--- src/rtl/hack_boot_pkg.sv ---
// Shared types for the Hack CPU boot loader: loader FSM states and word width.
package hack_boot_pkg;

  localparam int WORD_W = 16;

  typedef enum logic [2:0] {
    HDR_HI,
    HDR_LO,
    DATA_HI,
    DATA_LO,
    SUM_HI,
    SUM_LO,
    RUN,
    ERR
  } state_t;

endpackage

--- src/rtl/byte_pair_assembler.sv ---
// Joins a big-endian byte pair into one word; strobes on the accepted low byte.
module byte_pair_assembler
  import hack_boot_pkg::*;
(
  input  logic              CLK,
  input  logic              reset,
  input  logic              byte_stb,
  input  logic              lo_phase,
  input  logic [7:0]        byte_in,
  output logic [WORD_W-1:0] word,
  output logic              word_stb
);

  logic [7:0] hi_q;

  always_ff @(posedge CLK or posedge reset) begin
    if (reset) begin
      hi_q <= '0;
    end else if (byte_stb && !lo_phase) begin
      hi_q <= byte_in;
    end
  end

  // The word is only meaningful while word_stb is high; the low byte passes straight through.
  assign word     = {hi_q, byte_in};
  assign word_stb = byte_stb && lo_phase;

endmodule

--- src/rtl/hack_boot_loader.sv ---
// Holds the Hack CPU in reset, streams a counted, checksummed program into ROM, then releases the CPU.
module hack_boot_loader
  import hack_boot_pkg::*;
#(
  parameter int ADDR_W = 15
) (
  input  logic              CLK,
  input  logic              reset,
  input  logic              reload,
  input  logic [7:0]        rx_data,
  input  logic              rx_valid,
  output logic              rx_ready,
  output logic [ADDR_W-1:0] rom_addr,
  output logic [WORD_W-1:0] rom_wdata,
  output logic              rom_we,
  output logic              cpu_reset,
  output logic              load_done,
  output logic              err,
  output state_t            state_dbg
);

  // Handshake: a byte transfers on a rising edge where rx_valid && rx_ready and reload is low.
  // rx_ready depends only on state, so it never combinationally follows rx_valid.

  localparam logic [32:0] CAPACITY = 33'(1) << ADDR_W;

  state_t            state, state_nxt;
  logic [ADDR_W:0]   idx;
  logic [ADDR_W:0]   idx_inc;
  logic [WORD_W-1:0] sum;
  logic [WORD_W-1:0] count;
  logic [WORD_W-1:0] word;
  logic              accept, lo_phase, word_stb;
  logic              last_word, hdr_too_big;

  assign rx_ready  = (state != RUN) && (state != ERR);
  assign accept    = rx_valid && rx_ready && !reload;
  assign lo_phase  = (state == HDR_LO) || (state == DATA_LO) || (state == SUM_LO);
  assign cpu_reset = (state != RUN);
  assign load_done = (state == RUN);
  assign err       = (state == ERR);
  assign state_dbg = state;

  // Index is one bit wider than the address so a full 2^ADDR_W load never wraps.
  assign idx_inc     = idx + {{ADDR_W{1'b0}}, 1'b1};
  assign last_word   = (33'(idx_inc) == 33'(count));
  assign hdr_too_big = (33'(word) > CAPACITY);

  byte_pair_assembler u_pair (
    .CLK      (CLK),
    .reset    (reset),
    .byte_stb (accept),
    .lo_phase (lo_phase),
    .byte_in  (rx_data),
    .word     (word),
    .word_stb (word_stb)
  );

  always_ff @(posedge CLK or posedge reset) begin
    if (reset) state <= HDR_HI;
    else       state <= state_nxt;
  end

  always_comb begin
    state_nxt = state;
    if (reload) begin
      state_nxt = HDR_HI;
    end else if (accept) begin
      case (state)
        HDR_HI:  state_nxt = HDR_LO;
        HDR_LO:  begin
          if (word == '0)       state_nxt = SUM_HI;
          else if (hdr_too_big) state_nxt = ERR;
          else                  state_nxt = DATA_HI;
        end
        DATA_HI: state_nxt = DATA_LO;
        DATA_LO: state_nxt = last_word ? SUM_HI : DATA_HI;
        SUM_HI:  state_nxt = SUM_LO;
        SUM_LO:  state_nxt = (word == sum) ? RUN : ERR;
        default: state_nxt = state;
      endcase
    end
  end

  always_ff @(posedge CLK or posedge reset) begin
    if (reset) begin
      idx       <= '0;
      sum       <= '0;
      count     <= '0;
      rom_addr  <= '0;
      rom_wdata <= '0;
      rom_we    <= 1'b0;
    end else begin
      rom_we <= 1'b0;
      if (reload) begin
        idx <= '0;
        sum <= '0;
      end else if (word_stb) begin
        case (state)
          HDR_LO:  count <= word;
          DATA_LO: begin
            rom_addr  <= idx[ADDR_W-1:0];
            rom_wdata <= word;
            rom_we    <= 1'b1;
            sum       <= sum + word;
            idx       <= idx_inc;
          end
          default: ;
        endcase
      end
    end
  end

endmodule

--- config.mk ---
export PLATFORM = sky130hd
export DESIGN_NAME = hack_boot_loader
export DESIGN_NICKNAME = d
export VERILOG_FILES = /design/src/rtl/hack_boot_pkg.sv /design/src/rtl/byte_pair_assembler.sv /design/src/rtl/hack_boot_loader.sv
export SDC_FILE = /design/constraint.sdc
export NUM_CORES = 1
export LEC_CHECK = 0
export CORE_UTILIZATION = 43
export CTS_CLUSTER_SIZE = 12
export DETAILED_ROUTE_END_ITERATION = 16
export PLACE_DENSITY_LB_ADDON = 0.05
export SYNTH_ARGS = -nofsm -noshare
export SYNTH_HDL_FRONTEND = slang
export SYNTH_SLANG_ARGS = --single-unit
export TNS_END_PERCENT = 1
--- constraint.sdc ---
create_clock -name CLK -period 7.47 [get_ports CLK]
set_input_delay 1.1205 -clock CLK [delete_from_list [all_inputs] [get_ports CLK]]
set_output_delay 1.1205 -clock CLK [all_outputs]
set_load 0.01 [all_outputs]
==> impl_metrics.tcl, run 1 <==
set metrics [dict create \
    outcome "finished with violations" \
    violations "DRC" \
    fp.dieArea_mm2 0.0126 \
    holdWs_ns 0.471 \
    die-width_um 112 \
    synth_edf_count 0 \
    cts_resized 0 \
    rsz0062_at_grt "false" \
    n_antenna_cell 0 \
    syn-num-nets 590 \
    row_count 39 \
    ir_worst_vdd_mv 0.115 \
    multi_input_area_mm2 0.00276 \
    grt_overflow 0 \
    fin_crit_sh 0.456 \
    grt_usage 0.212 \
    synth_flop_cell "dfrtp_1" \
    path_clk_slew_ns 0.06 \
    netlist_instances 559 \
    syn_area_per_cell_um2 9.32 \
    nNetsFinal 624 \
    syn_area_mm2 0.00521 \
    grt_max_degree 61 \
    ys_seq_area_frac 0.437 \
    antenna_found_initial 0 \
    cap_violations 0 \
    cellLeakagePower_nw 2.77 \
    max_slew_margin 0.428 \
    grtUsageMet1 0.294 \
    power_per_cell_area_mw_per_mm2 217 \
    endpoint_kind "flop" \
    area_delta_synth_final_pct 17.6 \
    grt_pass1_vias 4007 \
    cts.path.max_buffers 2 \
    use_met2 0.331 \
    io_pins 51 \
    drt_iter0_drc 248 \
    numPortBuffers 50 \
    setup_viol 0 \
    grt_use_met3 0.0281 \
    critPathKind "in -> reg" \
    drive_gt1_frac 0.0970 \
    final_util 0.527 \
    wl_per_cell_um 16.4 \
    clock-sinks 91 \
    start_util 0.449 \
    cts_setup_buffers 0 \
    hold_viol 0 \
    dr.pass1.iters 10 \
    cp-start-kind "input pin" \
    insertion_delay_ns 0.35 \
    drv_slew 0 \
    hold_path_class "reg -> reg" \
    worstPathRequired_ns 7.71 \
    gp_congestion 0.888 \
    grt_pass1_wl_mm 20.8 \
    cts_hold_buffers 0 \
    via_count 4085 \
    finalCriticalPeriod_ns 3.40 \
    cp_max_fo 7 \
    top_usage_layer "met2" \
    htreeDepth 3 \
    fin_skew_ns 0.00492 \
    dpl.hpwl_mm 8.46 \
    totalWireLength_mm 12.2 \
    ys_types 60 \
    placed_cells 725 \
    cts_tree "yes" \
    cts-buffers-inserted 9 \
    core_area_mm2 0.0116 \
    nFillCells 1097 \
    fp.dieH_um 112 \
    tightest_slew_ns 0.856 \
    seqCellArea_mm2 0.00228 \
    yosysWarnings 0 \
    fmax_mhz 294 \
    synthArstFlopShare 1.00 \
    routed_via_density 5.51 \
    drc 3 \
    ys_seq_elements 91 \
    place_area_mm2 0.00578 \
    drtAntennaViolNets 0 \
    fin_cells 741 \
    setup_tns_ns 0 \
    critPathArrivalTime_ns 3.64 \
    ctsRootBufferMaster "clkbuf_16" \
    fin_area_mm2 0.00612 \
]
-- per-layer routing --
metal / share of wire / vias up
met1: 0.47 / 1981
met2: 0.47 / 74
met4: 0.026 / 0
met5: 0 / -
li1: - / 2006
met3: 0.027 / 24
-- report_power, final --
| part | internal [mW] | switching, mW | leakage [nW] |
|---|---|---|---|
| clock | 0.328 | 0.198 | 0.167 |
| combinational | 0.109 | 0.0988 | 1.39 |
| sequential | 0.538 | 0.0536 | 1.22 |
| total | 0.975 | 0.351 | 2.77 |
-- critical path, stage by stage --
cell and delay [ns]:
clkdlybuf4s50_1 0.52, ha_1 0.45, a21o_1 0.25, a221oi_4 0.34, nand3_2 0.15, a2111oi_2 0.37, a211oi_1 0.11, mux2_4 0.32
-- cell usage in the layout, fill, tap and decap left out, drive strengths merged, types with 3 or more instances in the layout --
| cell type | instances |
|---|---|
| o21ai | 25 |
| bufinv | 3 |
| xor2 | 18 |
| a21oi | 24 |
| or3 | 6 |
| and3 | 5 |
| clkinv | 3 |
| nor2 | 28 |
| clkbuf | 10 |
| inv | 10 |
| nor2b | 4 |
| dfrtp | 91 |
| nor3b | 6 |
| ha | 18 |
| nand2b | 9 |
| buf | 4 |
| nand2 | 125 |
| nand3 | 15 |
| xnor2 | 27 |
| mux2 | 25 |
| a21o | 4 |
| a31oi | 4 |
| mux2i | 3 |
| nor4 | 9 |
| clkdlybuf4s50 | 50 |
| o22ai | 3 |
| nand3b | 14 |
| nor3 | 12 |
| nand4 | 10 |
| a211oi | 4 |
| o21bai | 4 |
-- registers in the layout, indices dropped and copies added, names as in the netlist --
name and flops:
rom_addr 15, state_dbg 3, rom_wdata 16, idx 16
u_pair.hi_q 8, rom_we 1, count 16, sum 16
-- final timing paths --
| check | to | slack (ns) | cells after the start | from |
|---|---|---|---|---|
| worst max register to register | sum[13] | 4.76 | 9 | state_dbg[2] |
| max in group asynchronous | sum[0] | 5.21 | 3 | reset |
| worst min-delay path | rom_addr[11] | 0.47 | 2 | rom_addr[11] |
| worst max-delay path | sum[15] | 4.07 | 8 | rx_data[6] |
| min in group asynchronous | rom_addr[2] | 1.15 | 2 | reset |
| worst min register to register | rom_addr[11] | 0.47 | 2 | rom_addr[11] |
-- area by class of cell --
class	count	area share
sequential	91	0.372
inverter	10	0.00633
clock buffer	10	0.0374
clock inverter	6	0.0184
tap	143	0.0292
timing repair buffer	54	0.0866
multi-input combinational	427	0.450
-- logic make-up (layout without fill, tap and decap cells) --
logic type,count (synthesis),count (layout),share of synthesized area
and+or+nand+nor,254,254,0.245
DFF,91,91,0.437
AOI/OAI and AO/OA,81,81,0.101
xor gates and xnor gates,45,45,0.0757
buffers and inverters,41,80,0.0339
muxes,28,28,0.0605
adders and majority gates,19,19,0.0471
-- metrics by stage --
step / worst slack (ns) / power, mW
after floorplan: 3.99 / 0.741
after global placement: 3.74 / 0.808
after detailed placement: 3.71 / 0.810
after CTS: 4.07 / 1.34
after global routing: 3.94 / 1.39
final: 4.07 / 1.33
-- cell usage after synthesis (10+ instances only) --
master / n / share of area
nand2_1: 124 / 0.089
dfrtp_1: 91 / 0.44
nor2_1: 28 / 0.020
xnor2_1: 27 / 0.045
a21oi_1: 24 / 0.023
mux2_2: 24 / 0.052
o21ai_0: 24 / 0.023
clkbuf_1: 19 / 0.014
ha_1: 18 / 0.043
xor2_1: 18 / 0.030
nand3_1: 14 / 0.013
nand3b_1: 14 / 0.020
nor3_1: 11 / 0.011
inv_1: 10 / 0.0072
(Power assumes the default switching activity.)
==> run 2: changes to the inputs <==
- clock period: 7.47 -> 3.4 ns (I/O delays scaled with it)
==> run 2 against run 1 <==
  * The flow still finishes with violations (DRC)
  * Final area up 0.55%
  * Combinational power up 130%
  * Largest power group unchanged
  * Flip-flop and latch count unchanged
  * Highest routed layer unchanged
  * Clock-buffer cell count unchanged
  * Non-clock buffer count up 6
  * Register-to-register slack worse by 3.9 ns
  * Critical path depth unchanged
  * Clock skew up 0.0013 ns
  * Sequential power up 120%
==> impl_metrics.tcl, run 2 (synthesis results as in run 1) <==
set metrics [dict create \
    startpoint "rx_data[4]" \
    n_antenna_cell 0 \
    core_area_mm2 0.0116 \
    combPwrFrac 0.164 \
    critPathArrivalTime_ns 2.99 \
    drv_slew 0 \
    numPortBuffers 50 \
    final_cell_mix "123 x nand2_1, 91 x dfrtp_1, 50 x clkdlybuf4s50_1" \
    dpl.hpwl_mm 8.92 \
    totalWireLength_mm 12.8 \
    cts-buffers-inserted 9 \
    power_mw 2.85 \
    drc 3 \
    max_slew_margin 0.397 \
    timing.rr.start "state_dbg[1]" \
    row_count 39 \
    cts_setup_buffers 0 \
    grt_pass1_vias 3933 \
    violations "DRC" \
    cp-start-kind "input pin" \
    cts_resized 0 \
    sw_frac_of_total 0.274 \
    area_delta_synth_final_pct 18.2 \
    gp_congestion 0.858 \
    clock-sinks 91 \
    pwr-share-seq 0.458 \
    cap_violations 0 \
    ctsRootBufferMaster "clkbuf_16" \
    setup_viol 0 \
    die-width_um 112 \
    worstPathRequired_ns 3.64 \
    worstReg2RegEnd "sum[15]" \
    clkPwrFrac 0.378 \
    crit_path_end "sum[15]" \
    cp_max_fo 6 \
    critPathSlowestCell "clkdlybuf4s50_1" \
    power_per_cell_area_mw_per_mm2 464 \
    fp.dieH_um 112 \
    switching_power_uw 783 \
    dr.pass1.iters 11 \
    cts_hold_buffers 0 \
    intPower_mw 2.07 \
    outcome "finished with violations" \
    hold_path_class "reg -> reg" \
    cellLeakagePower_nw 2.79 \
    fin_crit_sh 0.811 \
    drtAntennaViolNets 0 \
    fmax_mhz 363 \
    setup_tns_ns 0 \
    mostFrequentLayoutCell "nand2_1" \
    fp.dieArea_mm2 0.0126 \
    tightest_slew_ns 0.903 \
    finalCriticalPeriod_ns 2.76 \
    via_count 4120 \
    grt_usage 0.218 \
    cts.path.max_buffers 2 \
    rsz0062_at_grt "false" \
    fin_skew_ns 0.00622 \
    critPathKind "in -> reg" \
    wl_per_cell_um 17.2 \
    routed_via_density 5.52 \
    io_pins 51 \
    grt_pass1_wl_mm 21.1 \
    antenna_found_initial 0 \
    max_stage_delay_ns 0.52 \
    insertion_delay_ns 0.35 \
    htreeDepth 3 \
    crit_chain "clkdlybuf4s50_1, ha_1, a21o_1, a221oi_4, nand3_2, a2111oi_2, a211oi_1, mux2_4" \
    rr_worst_depth 6 \
    drive_gt1_frac 0.106 \
    hold_viol 0 \
    cts_tree "yes" \
    ir_worst_vdd_mv 0.298 \
    grt_overflow 0 \
    start_util 0.449 \
    grt_max_degree 61 \
    final_util 0.530 \
    r2r_slack_ns 0.82 \
    holdWs_ns 0.470 \
    path_clk_slew_ns 0.07 \
    drt_iter0_drc 285 \
    endpoint_kind "flop" \
    nNetsFinal 630 \
]
==> run 2: metal layers <==
metal  routed length [um]  track usage  share of wire  vias up
met5                    0            0              0        -
met1                 5930        0.293           0.46     1999
met4                  133       0.0640          0.010        0
met2                 6300        0.359           0.49       85
li1                     -            -              -     2023
met3                  469       0.0427          0.037       13
==> run 2: final cells by class <==
| type | count | area [um2] |
|---|---|---|
| clock buffer | 10 | 229 |
| clock inverter | 6 | 88.8 |
| fill | 1106 | 5460 |
| inverter | 10 | 38.8 |
| multi-input combinational | 427 | 2760 |
| sequential | 91 | 2280 |
| tap | 143 | 179 |
| timing repair buffer | 60 | 588 |
==> run 2: worst min-delay path by stage <==
stage	startpoint	endpoint	slack, ns	cells past startpoint
after floorplan	sum[0]	sum[0]	0.48	2
after global placement	rom_addr[8]	rom_addr[8]	0.46	2
after detailed placement	rom_addr[11]	rom_addr[11]	0.46	2
after CTS	rom_addr[11]	rom_addr[11]	0.48	2
after global routing	rom_addr[7]	rom_addr[7]	0.49	2
final	rom_addr[11]	rom_addr[11]	0.47	2
==> run 2: through the flow <==
stage	instance area, um2	std cells	setup slack, ns
after floorplan	5210	559	0.526
after global placement	5840	731	0.372
after detailed placement	5840	731	0.315
after CTS	6160	747	0.666
after global routing	6160	747	0.507
final	6160	747	0.642
==> run 2: worst max-delay path: cells and delay by family <==
kind                       cells  cell delay, ns
AOI/OAI and AO/OA              4            1.09
buffers and inverters          1            0.52
adders and majority gates      1            0.42
muxes                          1            0.30
and+or+nand+nor                1            0.14
==> run 2: power by group through the flow <==
| stage | Combinational [mW] | Sequential (mW) | Clock (mW) |
|---|---|---|---|
| 6_report | 0.469 | 1.31 | 1.08 |
| 5_1_grt | 0.519 | 1.32 | 1.14 |
| 4_1_cts | 0.473 | 1.31 | 1.11 |
| 3_5_place_dp | 0.469 | 1.33 | 0 |
| 3_3_place_gp | 0.457 | 1.32 | 0 |
| 2_1_floorplan | 0.357 | 1.27 | 0 |
